File: src/rtl/display_pkg.sv
// Shared types and active-low segment patterns ({g,f,e,d,c,b,a}) for the display scanner.
package display_pkg;

  typedef enum logic [1:0] {
    IDLE  = 2'd0,
    BLANK = 2'd1,
    SHOW  = 2'd2
  } state_t;

  localparam logic [6:0] SEG_OFF = 7'h7F;

  localparam logic [6:0] SEG_0 = 7'b1000000;
  localparam logic [6:0] SEG_1 = 7'b1111001;
  localparam logic [6:0] SEG_2 = 7'b0100100;
  localparam logic [6:0] SEG_3 = 7'b0110000;
  localparam logic [6:0] SEG_4 = 7'b0011001;
  localparam logic [6:0] SEG_5 = 7'b0010010;
  localparam logic [6:0] SEG_6 = 7'b0000010;
  localparam logic [6:0] SEG_7 = 7'b1111000;
  localparam logic [6:0] SEG_8 = 7'b0000000;
  localparam logic [6:0] SEG_9 = 7'b0010000;
  localparam logic [6:0] SEG_A = 7'b0001000;
  localparam logic [6:0] SEG_B = 7'b0000011;
  localparam logic [6:0] SEG_C = 7'b1000110;
  localparam logic [6:0] SEG_D = 7'b0100001;
  localparam logic [6:0] SEG_E = 7'b0000110;
  localparam logic [6:0] SEG_F = 7'b0001110;

endpackage

File: src/rtl/display_scanner_hex_to_7seg.sv
// Combinational hex nibble to active-low 7-segment decoder.
module hex_to_7seg
  import display_pkg::*;
(
  input  logic [3:0] nibble,
  output logic [6:0] seg
);

  always_comb begin
    seg = SEG_OFF;
    case (nibble)
      4'h0: seg = SEG_0;
      4'h1: seg = SEG_1;
      4'h2: seg = SEG_2;
      4'h3: seg = SEG_3;
      4'h4: seg = SEG_4;
      4'h5: seg = SEG_5;
      4'h6: seg = SEG_6;
      4'h7: seg = SEG_7;
      4'h8: seg = SEG_8;
      4'h9: seg = SEG_9;
      4'hA: seg = SEG_A;
      4'hB: seg = SEG_B;
      4'hC: seg = SEG_C;
      4'hD: seg = SEG_D;
      4'hE: seg = SEG_E;
      4'hF: seg = SEG_F;
      default: seg = SEG_OFF;
    endcase
  end

endmodule

File: src/rtl/display_scanner.sv
// Multiplexed common-anode 7-segment scanner stepped by a divider tap.
// Optional macro DISPLAY_LEADING_ZERO_BLANK_EN blanks leading-zero digits.
//   state | meaning
//   IDLE  | after reset, outputs off, waiting for first tick
//   BLANK | all anodes off while the counter runs down
//   SHOW  | digit idx driven until the next tick
module display_scanner #(
  parameter int DIGITS       = 4,
  parameter int BLANK_CYCLES = 16
) (
  input  logic                  clock_in,
  input  logic                  reset_n,
  input  logic                  scan_tap,
  input  logic [4*DIGITS-1:0]   value_in,
  input  logic [DIGITS-1:0]     dp_in,
  output logic [DIGITS-1:0]     anode_n,
  output logic [6:0]            segment_n,
  output logic                  dp_n
);
  import display_pkg::*;

  localparam int IW = $clog2(DIGITS);
  localparam int CW = (BLANK_CYCLES > 1) ? $clog2(BLANK_CYCLES) : 1;
  localparam logic [IW-1:0] LAST   = IW'(DIGITS - 1);
  localparam logic [CW-1:0] RELOAD = CW'(BLANK_CYCLES - 1);

  logic s1, s2, s3, tick;
  state_t state_q, state_d;
  logic [CW-1:0] cnt_q, cnt_d;
  logic [IW-1:0] idx_q, idx_d;
  logic capture;
  logic [DIGITS-1:0][3:0] shadow;
  logic [DIGITS-1:0] shadow_dp;
  logic [6:0] seg_dec;
  logic lz_blank;

  assign tick = s2 & ~s3;

  always_ff @(posedge clock_in) begin
    if (!reset_n) begin
      s1 <= 1'b0;
      s2 <= 1'b0;
      s3 <= 1'b0;
    end else begin
      s1 <= scan_tap;
      s2 <= s1;
      s3 <= s2;
    end
  end

  always_comb begin
    state_d = state_q;
    cnt_d   = cnt_q;
    idx_d   = idx_q;
    capture = 1'b0;
    if (tick) begin
      state_d = BLANK;
      cnt_d   = RELOAD;
      idx_d   = (idx_q == LAST) ? '0 : idx_q + 1'b1;
      capture = (idx_q == LAST);
    end else begin
      case (state_q)
        BLANK: begin
          if (cnt_q == '0) state_d = SHOW;
          else             cnt_d   = cnt_q - 1'b1;
        end
        default: ;
      endcase
    end
  end

  hex_to_7seg u_dec (
    .nibble(shadow[idx_q]),
    .seg   (seg_dec)
  );

`ifdef DISPLAY_LEADING_ZERO_BLANK_EN
  logic upper_zero;
  // Digit i is blank when it and every more-significant nibble are zero; digit 0 never is.
  always_comb begin
    lz_blank   = 1'b0;
    upper_zero = 1'b1;
    for (int i = DIGITS - 1; i > 0; i--) begin
      upper_zero = upper_zero & (shadow[i] == 4'h0);
      if (idx_q == IW'(i)) lz_blank = upper_zero;
    end
  end
`else
  assign lz_blank = 1'b0;
`endif

  always_ff @(posedge clock_in) begin
    if (!reset_n) begin
      state_q   <= IDLE;
      cnt_q     <= '0;
      idx_q     <= LAST;
      shadow    <= '0;
      shadow_dp <= '0;
      anode_n   <= '1;
      segment_n <= SEG_OFF;
      dp_n      <= 1'b1;
    end else begin
      state_q <= state_d;
      cnt_q   <= cnt_d;
      idx_q   <= idx_d;
      if (capture) begin
        shadow    <= value_in;
        shadow_dp <= dp_in;
      end
      // Outputs follow the next state so SHOW is visible on the edge it is entered.
      if (state_d == SHOW) begin
        anode_n   <= ~(DIGITS'(1) << idx_q);
        segment_n <= lz_blank ? SEG_OFF : seg_dec;
        dp_n      <= ~shadow_dp[idx_q];
      end else begin
        anode_n   <= '1;
        segment_n <= SEG_OFF;
        dp_n      <= 1'b1;
      end
    end
  end

endmodule

File: config.mk
export PLATFORM = sky130hd
export DESIGN_NAME = display_scanner
export DESIGN_NICKNAME = d
export VERILOG_FILES = /design/src/rtl/display_pkg.sv /design/src/rtl/display_scanner_hex_to_7seg.sv /design/src/rtl/display_scanner.sv
export SDC_FILE = /design/constraint.sdc
export NUM_CORES = 1
export LEC_CHECK = 0
export BUFFER_PORTS_ARGS = -buffer_cell sky130_fd_sc_hd__clkbuf_2
export CAP_MARGIN = 20
export CORE_ASPECT_RATIO = 1.1
export CORE_UTILIZATION = 49
export CTS_CLUSTER_DIAMETER = 40
export DETAILED_ROUTE_END_ITERATION = 7
export PLACE_DENSITY = 0.83
export SYNTH_ARGS = -nofsm -noshare
export SYNTH_HDL_FRONTEND = slang
export SYNTH_SLANG_ARGS = --single-unit
File: constraint.sdc
create_clock -name clock_in -period 1.88 [get_ports clock_in]
set_input_delay 0.376 -clock clock_in [delete_from_list [all_inputs] [get_ports clock_in]]
set_output_delay 0.376 -clock clock_in [all_outputs]
set_load 0.005 [all_outputs]
* Yosys cells after proc, flatten, opt, wreduce, memory -nomap -nowiden *
Memory sizes are Yosys's and may differ from the RTL's. A register that Yosys moved wholly into a read port is not among the register bits.
Cells that the tools add are included.

word-level totals
  bits in registers = 36
  ROM bits = 112
  output and inout bits = 12
  memories = 1

cells by class
  $add $sub $neg = 2
  order comparisons = 1
  equal/unequal tests = 4
  shift operators = 1
  multiplexer cells = 12
  bitwise operators = 4
  reduce and logical (&&, ||, !) cells = 5

memory list
  memory           words  bits a word  rd ports  clocked after memory_dff  write ports  RTL line                           RTL
  (no name shown)  16     7            1         1                         0            display_scanner_hex_to_7seg.sv:11  case (nibble)

operators with widths
  cell                   count
  $mux W4                4
  $bmux W4 S2            1
  $mux W2                4
  $eq A2 B2 Y1 const B   2
  $logic_not A4 Y1       1
  $not A4 Y4             1
  $reduce_and A2 Y1      2
  $shl A1 B2 Y4 const A  1
  $sub A4 B1 Y4 const B  1
  $lt A2 B3 Y1 const B   1
  $add A2 B1 Y2 const B  1
  $bmux W1 S2            1
  $eq A2 B1 Y1 const B   1
  $mux W1                2
  $ne A2 B2 Y1 const B   1
  $not A1 Y1             2
  $reduce_bool A2 Y1     1
  $and A1 B1 Y1          1
  $logic_not A1 Y1       1

* Depth between registers and ports, before layout *
Gate-level depths: netlist (run 1).

  depth after elaboration = 7
  depth in mapped cells = 7
  mapped depth without buffers = 6

* By module *
Synthesis (run 1) repeated with hierarchy kept, for this count alone.

second synthesis, totals
  cell total of the unflattened synthesis = 204
  area total of the unflattened synthesis = 1918.1 µm²

by module, submodules not included
  module           times used  cells each  area an instance (µm²)
  display_scanner  1           173         1665.3
  hex_to_7seg      1           31          252.7

* Worst setup path before layout (run 1) *
OpenSTA, ideal clock, no wires.

  kind = register -> register
  start point = register idx_q[0]
  end point = register segment_n[1]
  library setup time = 0.124 ns
  arrival time = 1.759 ns
  required time = 1.756 ns
  setup slack = -0.004 ns
  stages on the path, launching flop included = 7
  buffers on the path = 1
  clock period less this slack = 1.884 ns
  cells stage by stage = dfxtp_1 -> buf_6 -> mux4_1 -> inv_1 -> ha_1 -> o211ai_1 -> nand3_1

on the way
  longest elaborated chain between the ends = 2

RTL lines
  item                           RTL line                RTL
  from (decl)                    display_scanner.sv:30   logic [IW-1:0] idx_q, idx_d;
  from (signal assigned)         display_scanner.sv:105  idx_q <= idx_d;
  $bmux W4 S2                    display_scanner.sv:73   .nibble(shadow[idx_q]),
  $mux W4 (implied by the code)  display_scanner.sv:73
  to (decl)                      display_scanner.sv:17   output logic [6:0] segment_n,

No other way between the ends. The select of a mux whose other input is x is not followed.
A chain may end at the register's enable or synchronous reset.

* Worst setup path in the final report (run 1) *
  start point = register cnt_q[0]
  end point = register segment_n[4]

on the way
  longest elaborated chain between the ends = 7

RTL lines
  item                         RTL line                RTL
  from (decl)                  display_scanner.sv:29   logic [CW-1:0] cnt_q, cnt_d;
  from (signal assigned)       display_scanner.sv:104  cnt_q <= cnt_d;
  $logic_not A4 Y1             display_scanner.sv:64   if (cnt_q == '0) state_d = SHOW;
  $mux W2                      display_scanner.sv:64
  $mux W2                      display_scanner.sv:62   case (state_q)
  $mux W2                      display_scanner.sv:56   if (tick) begin
  $eq A2 B2 Y1                 display_scanner.sv:111  if (state_d == SHOW) begin
  $reduce_and A2 Y1 (no line)  n/a
  $logic_not A1 Y1 (no line)   n/a

No other way between the ends.

==> results.py, run 1 <==
metrics = {
    "worst_setup_path": {
        "startpoint_type": "flop",
        "cp_cell_sequence": "inv_1 > ha_2 > or3b_4 > o21ai_2 > o2111a_1 > buf_6 > o221ai_1",
        "cp.required_ns": 2.03,
        "cp_num_buf_inv": 2,
        "path_delay_family": "compound AO/OA/AOI/OAI gates",
        "slowest_stage": "or3b_4",
        "critical_path_class": "flop to flop",
        "arrival_ns": 1.92,
        "max_stage_delay_ns": 0.41,
        "crit_path_max_fanout": 12,
        "cp-end-kind": "flop",
    },
    "place": {
        "place_hpwl_mm": 2.46,
        "place_area_sq_mm": 0.00213,
        "port_buffers": 34,
        "gp_congestion": 0.836,
    },
    "cts": {
        "clock_path_buffers": 2,
        "cts_tree": "done",
        "htree_num_levels": 2,
        "clkTransAtPathRegs_ns": 0.07,
        "clock-root-buffer": "clkbuf_8",
        "clock_latency_ns": 0.29,
        "cts_made_buffers": 5,
        "hold_buffers": 0,
        "cts_sinks": 43,
    },
    "sta": {
        "fin_worst_skew_ns": 0.00892,
        "setup_viol": 0,
        "finalMaxSlewViolations": 0,
        "fmax_ghz": 0.567,
        "fin_crit_sh_pct": 93.8,
        "max-slew-margin-rel_pct": 78.8,
        "min_period_ns": 1.76,
        "rsz0062_at_grt": "no",
        "tightestPinTransition_ns": 0.317,
        "hold_viol": 0,
        "finalSetupTns_ns": 0,
    },
    "floorplan": {
        "die_h_microns": 67.6,
        "initial_utilization_pct": 52.0,
        "core-area_sq_mm": 0.00368,
        "placementRows": 23,
        "die_area_sq_mm": 0.00416,
        "die_w_microns": 61.6,
        "num_io_pins": 35,
    },
    "grt": {
        "first_global_vias": 1347,
        "grt_max_degree": 32,
        "grt_pass1_wl_mm": 5.74,
        "antenna_found_initial": 0,
        "overflow": 0,
        "grt_use_total_pct": 19.0,
    },
    "drt": {
        "drt_wl_total_mm": 3.49,
        "drtPass1Iterations": 4,
        "vias": 1476,
        "drtIter0Drc": 49,
        "postRouteAntennaNets": 0,
        "vias_per_cell": 5.05,
        "wire_per_inst_microns": 11.9,
        "drc": 0,
    },
    "pwr": {
        "peakVddDrop_mv": 0.494,
        "power_density_mw_per_mm2": 769,
        "power.leakage_nw": 0.906,
    },
    "run_status": {
        "status": "complete, no violations",
    },
    "logic_synthesis": {
        "avgSynthCellArea_sq_um": 9.52,
        "synth_top_area_cell": "dfxtp_1",
        "ys_types": 35,
        "syn-instance-count": 201,
        "synth_top_area_share_pct": 45.0,
        "ys_seq_area_share_pct": 45.0,
        "ys_seq_elements": 43,
        "synth_edf_count": 0,
        "synth_warnings": 0,
        "synthTopCellsByArea": "dfxtp_1 45%, nand2_1 10%, a21boi_0 9.0%, ha_1 7.2%, mux4_1 4.1%",
        "synthArstFlopShare_pct": 0,
        "ys.flop_type": "dfxtp_1",
        "syn_nets": 235,
        "synth_area_sq_mm": 0.00191,
    },
    "cells_and_area": {
        "syn2layout_area_growth_pct": 17.7,
        "drive_gt1_share_pct": 25.6,
        "antennaDiodeCount": 0,
        "design_area_sq_mm": 0.00225,
        "final_nets": 276,
    },
    "job": {
        "max_cap_violations": 0,
    },
    "hold_path": {
        "hp-class": "primary input to flop",
    },
}
worst paths after layout:
check	startpoint	to	slack, ns	cells past startpoint
worst min-delay path	scan_tap	s1	0.29	2
worst max register to register	cnt_q[0]	segment_n[4]	0.12	7
worst min register to register	s1	s2	0.44	1
worst max-delay path	cnt_q[0]	segment_n[4]	0.12	7
flip-flops by register name (all words and copies together), names as in the netlist:
name	cells
shadow	16
segment_n	7
anode_n	4
cnt_q	4
shadow_dp	4
idx_q	2
state_q	2
dp_n	1
s1	1
s2	1
s3	1
cells in the final DEF (no fill, tap or decap), types with 2 or more instances in the layout:
cell | synthesis | routed
a21boi_0 | 23 | 23
a21oi_1 | 6 | 6
a31oi_1 | 3 | 3
and2_1 | 5 | 5
buf_4 | 1 | 10
clkbuf_2 | 0 | 34
clkbuf_8 | 0 | 6
dfxtp_1 | 43 | 42
ha_1 | 11 | 10
inv_1 | 7 | 7
mux4_2 | 2 | 4
nand2_1 | 52 | 52
nand3_1 | 3 | 3
nor2_1 | 3 | 3
nor2b_1 | 3 | 3
nor3_1 | 2 | 2
o211ai_1 | 2 | 2
o21a_1 | 2 | 2
o21ai_1 | 3 | 2
o221ai_1 | 4 | 4
what timing repair did:
action | in CTS | in global routing
setup endpoints to repair | 0 | 12
setup buffers | 0 | 3
gates resized for setup | 0 | 5
layout make-up:
cell class / count / area, sq um
clock buffer: 6 / 82.6
clock inverter: 1 / 5.00
fill: 334 / 1430
inverter: 7 / 26.3
multi-input combinational: 140 / 958
sequential: 43 / 862
tap: 50 / 62.6
timing repair buffer: 45 / 256
synth_stat cells (all sizes together), types with 4 or more instances:
cell type and n:
nand2 52, buf 6, clkbuf 5, ha 11, o221ai 4, inv 7
a21oi 6, and2 5, mux4 5, dfxtp 43, a21boi 23, nor2b 4
per-layer routing:
layer	vias to the layer above	part of all wire, %	track usage [%]
met2	35	49	30.6
met1	673	45	23.6
met4	0	2.2	8.89
met3	7	3.6	4.41
met5	-	0	0
li1	761	-	-
kinds of logic after synthesis:
group           synth area share [%]
buf+inv                         5.03
mux                             6.99
xor+xnor                       0.915
simple gates                    17.7
compound gates                  17.2
flops                           45.0
fa+ha+maj                       7.19
power by group:
group          switching, mW  total, mW  internal (mW)
Sequential            0.0204      0.965          0.945
Combinational         0.0970      0.196         0.0992
Clock                  0.284      0.572          0.288
Total                  0.401       1.73           1.33
metrics by stage:
step	std cells	setup slack [ns]	hold slack, ns	power [mW]	util [%]
finish	292	0.117	0.294	1.73	61.2
global route	292	0.00848	0.289	1.81	61.2
CTS	289	0.00887	0.286	1.74	60.2
detailed placement	282	0.0725	0.425	1.17	57.8
global placement	282	0.129	0.416	1.16	57.8
floorplan	201	0.0846	0.412	1.11	-
Note: power is estimated with default switching activity, not from simulation.
==> run 2, diff against run 1 <==
--- a/config.mk
+++ b/config.mk
@@ -12,6 +12,7 @@
 export CTS_CLUSTER_DIAMETER = 40
 export DETAILED_ROUTE_END_ITERATION = 7
 export PLACE_DENSITY = 0.83
+export RECOVER_POWER = 50
 export SYNTH_ARGS = -nofsm -noshare
 export SYNTH_HDL_FRONTEND = slang
 export SYNTH_SLANG_ARGS = --single-unit
==> run 2 against run 1 <==
Power about the same; hold slack about the same; critical path depth unchanged; maximum frequency decreased by 0.13%; routed wire length increased by 1.3%; sequential cell count unchanged; cell count unchanged; critical endpoint unchanged.
==> results.py, run 2 (synthesized netlist as in run 1, its figures left out) <==
metrics = {
    "grt": {
        "grt_use_total_pct": 19.0,
        "use_met1_pct": 23.6,
        "first_global_vias": 1347,
        "grtUsageMet3_pct": 4.41,
        "busiest_layer": "met2",
        "grt_pass1_wl_mm": 5.74,
        "grtUsageMet2_pct": 30.6,
        "grt_max_degree": 32,
        "overflow": 0,
        "antenna_found_initial": 0,
    },
    "worst_setup_path": {
        "startpoint_type": "flop",
        "max_stage_delay_ns": 0.41,
        "critical_path_class": "flop to flop",
        "cp.required_ns": 2.03,
        "timing.rr.start": "cnt_q[0]",
        "arrival_ns": 1.92,
        "startpoint": "cnt_q[0]",
        "slowest_stage": "or3b_4",
        "cp-end-kind": "flop",
        "crit_path_max_fanout": 12,
        "cp_cell_sequence": "inv_1 > ha_2 > or3b_4 > o21ai_2 > o2111a_1 > buf_6 > o221ai_1",
    },
    "cells_and_area": {
        "drive_gt1_share_pct": 21.1,
        "final_nets": 276,
        "largest_reg_flops": 16,
        "top_regs": "shadow (16), segment_n (7)",
        "mostFrequentLayoutCells": "52 x nand2_1, 42 x dfxtp_1, 25 x clkbuf_2",
        "fillCellCount": 342,
        "syn2layout_area_growth_pct": 16.7,
        "antennaDiodeCount": 0,
        "largest_register": "shadow",
        "layout.cells.most_common": "nand2_1",
    },
    "drt": {
        "wire_per_inst_microns": 12.1,
        "vias": 1476,
        "vias_per_cell": 5.05,
        "drtPass1Iterations": 4,
        "drc": 0,
        "drtIter0Drc": 53,
        "drt_wl_total_mm": 3.53,
        "postRouteAntennaNets": 0,
    },
    "floorplan": {
        "num_io_pins": 35,
        "die_area_sq_mm": 0.00416,
        "die_w_microns": 61.6,
        "initial_utilization_pct": 52.0,
        "die_h_microns": 67.6,
        "placementRows": 23,
        "core-area_sq_mm": 0.00368,
    },
    "sta": {
        "hold_viol": 0,
        "max-slew-margin-rel_pct": 29.5,
        "rsz0062_at_grt": "no",
        "min_period_ns": 1.77,
        "tightestPinTransition_ns": 1.06,
        "finalSetupTns_ns": 0,
        "setup_viol": 0,
        "fin_hold_ws_ns": 0.294,
        "fin_worst_skew_ns": 0.00896,
        "finalMaxSlewViolations": 0,
        "fmax_ghz": 0.566,
        "fin_crit_sh_pct": 93.9,
    },
    "cts": {
        "clock_path_buffers": 2,
        "clock-root-buffer": "clkbuf_8",
        "cts_sinks": 43,
        "htree_num_levels": 2,
        "clkTransAtPathRegs_ns": 0.07,
        "clock_latency_ns": 0.29,
        "cts_tree": "done",
        "hold_buffers": 0,
        "cts_made_buffers": 5,
    },
    "pwr": {
        "power_density_mw_per_mm2": 776,
        "peakVddDrop_mv": 0.495,
        "power.leakage_nw": 0.876,
    },
    "place": {
        "port_buffers": 34,
        "gp_congestion": 0.836,
        "place_hpwl_mm": 2.46,
    },
    "run_status": {
        "status": "complete, no violations",
    },
    "hold_path": {
        "hp-class": "primary input to flop",
        "hp-start": "scan_tap",
    },
    "job": {
        "max_cap_violations": 0,
    },
}
[run 2: through the flow]
| step | total power, mW | cells | setup WS (ns) | area (sq um) | utilization (%) |
|---|---|---|---|---|---|
| CTS | 1.74 | 289 | 0.00887 | 2220 | 60.2 |
| finish | 1.73 | 292 | 0.114 | 2230 | 60.7 |
| floorplan | 1.11 | 201 | 0.0846 | 1910 | - |
| global placement | 1.16 | 282 | 0.129 | 2130 | 57.8 |
| global route | 1.81 | 292 | 0.00848 | 2230 | 60.7 |
| detailed placement | 1.17 | 282 | 0.0725 | 2130 | 57.8 |
[run 2: path summary, 6_finish.rpt]
check | to | slack [ns] | cells past startpoint
worst min-delay path | s1 | 0.29 | 2
worst max-delay path | segment_n[4] | 0.11 | 7
worst min register to register | s2 | 0.44 | 1
worst max register to register | segment_n[4] | 0.11 | 7
[run 2: routing by layer]
| metal | part of all wire [%] | vias to the layer above |
|---|---|---|
| met5 | 0 | - |
| met4 | 2.1 | 0 |
| met3 | 4.4 | 5 |
| met2 | 49 | 41 |
| met1 | 44 | 667 |
| li1 | - | 763 |
[run 2: timing repair]
action / in CTS / in global routing
resized for setup: 0 / 5
setup buffers: 0 / 3
setup endpoints to repair: 0 / 12
[run 2: worst max-delay path, delay by kind of cell, from the launching register on]
kind                     cells  cell delay, ns
AND/OR/NAND/NOR              1            0.41
adder cells (fa/ha/maj)      1            0.20
buffers and inverters        2            0.23
AO/OA/AOI/OAI                3            0.46
flip-flops                   1            0.34
[run 2: area by class of cell]
cell class	count	area [sq um]	share of cell area (%)
inverter	7	26.3	1.18
clock inverter	1	5.00	0.224
sequential	43	862	38.6
multi-input combinational	140	958	42.9
clock buffer	6	82.6	3.70
tap	50	62.6	2.80
timing repair buffer	45	238	10.6
[run 2: where the power goes]
part	internal [mW]	total (mW)	switching, mW
clock network	0.288	0.574	0.287
logic	0.0969	0.194	0.0975
registers	0.945	0.965	0.0202
total	1.33	1.73	0.404
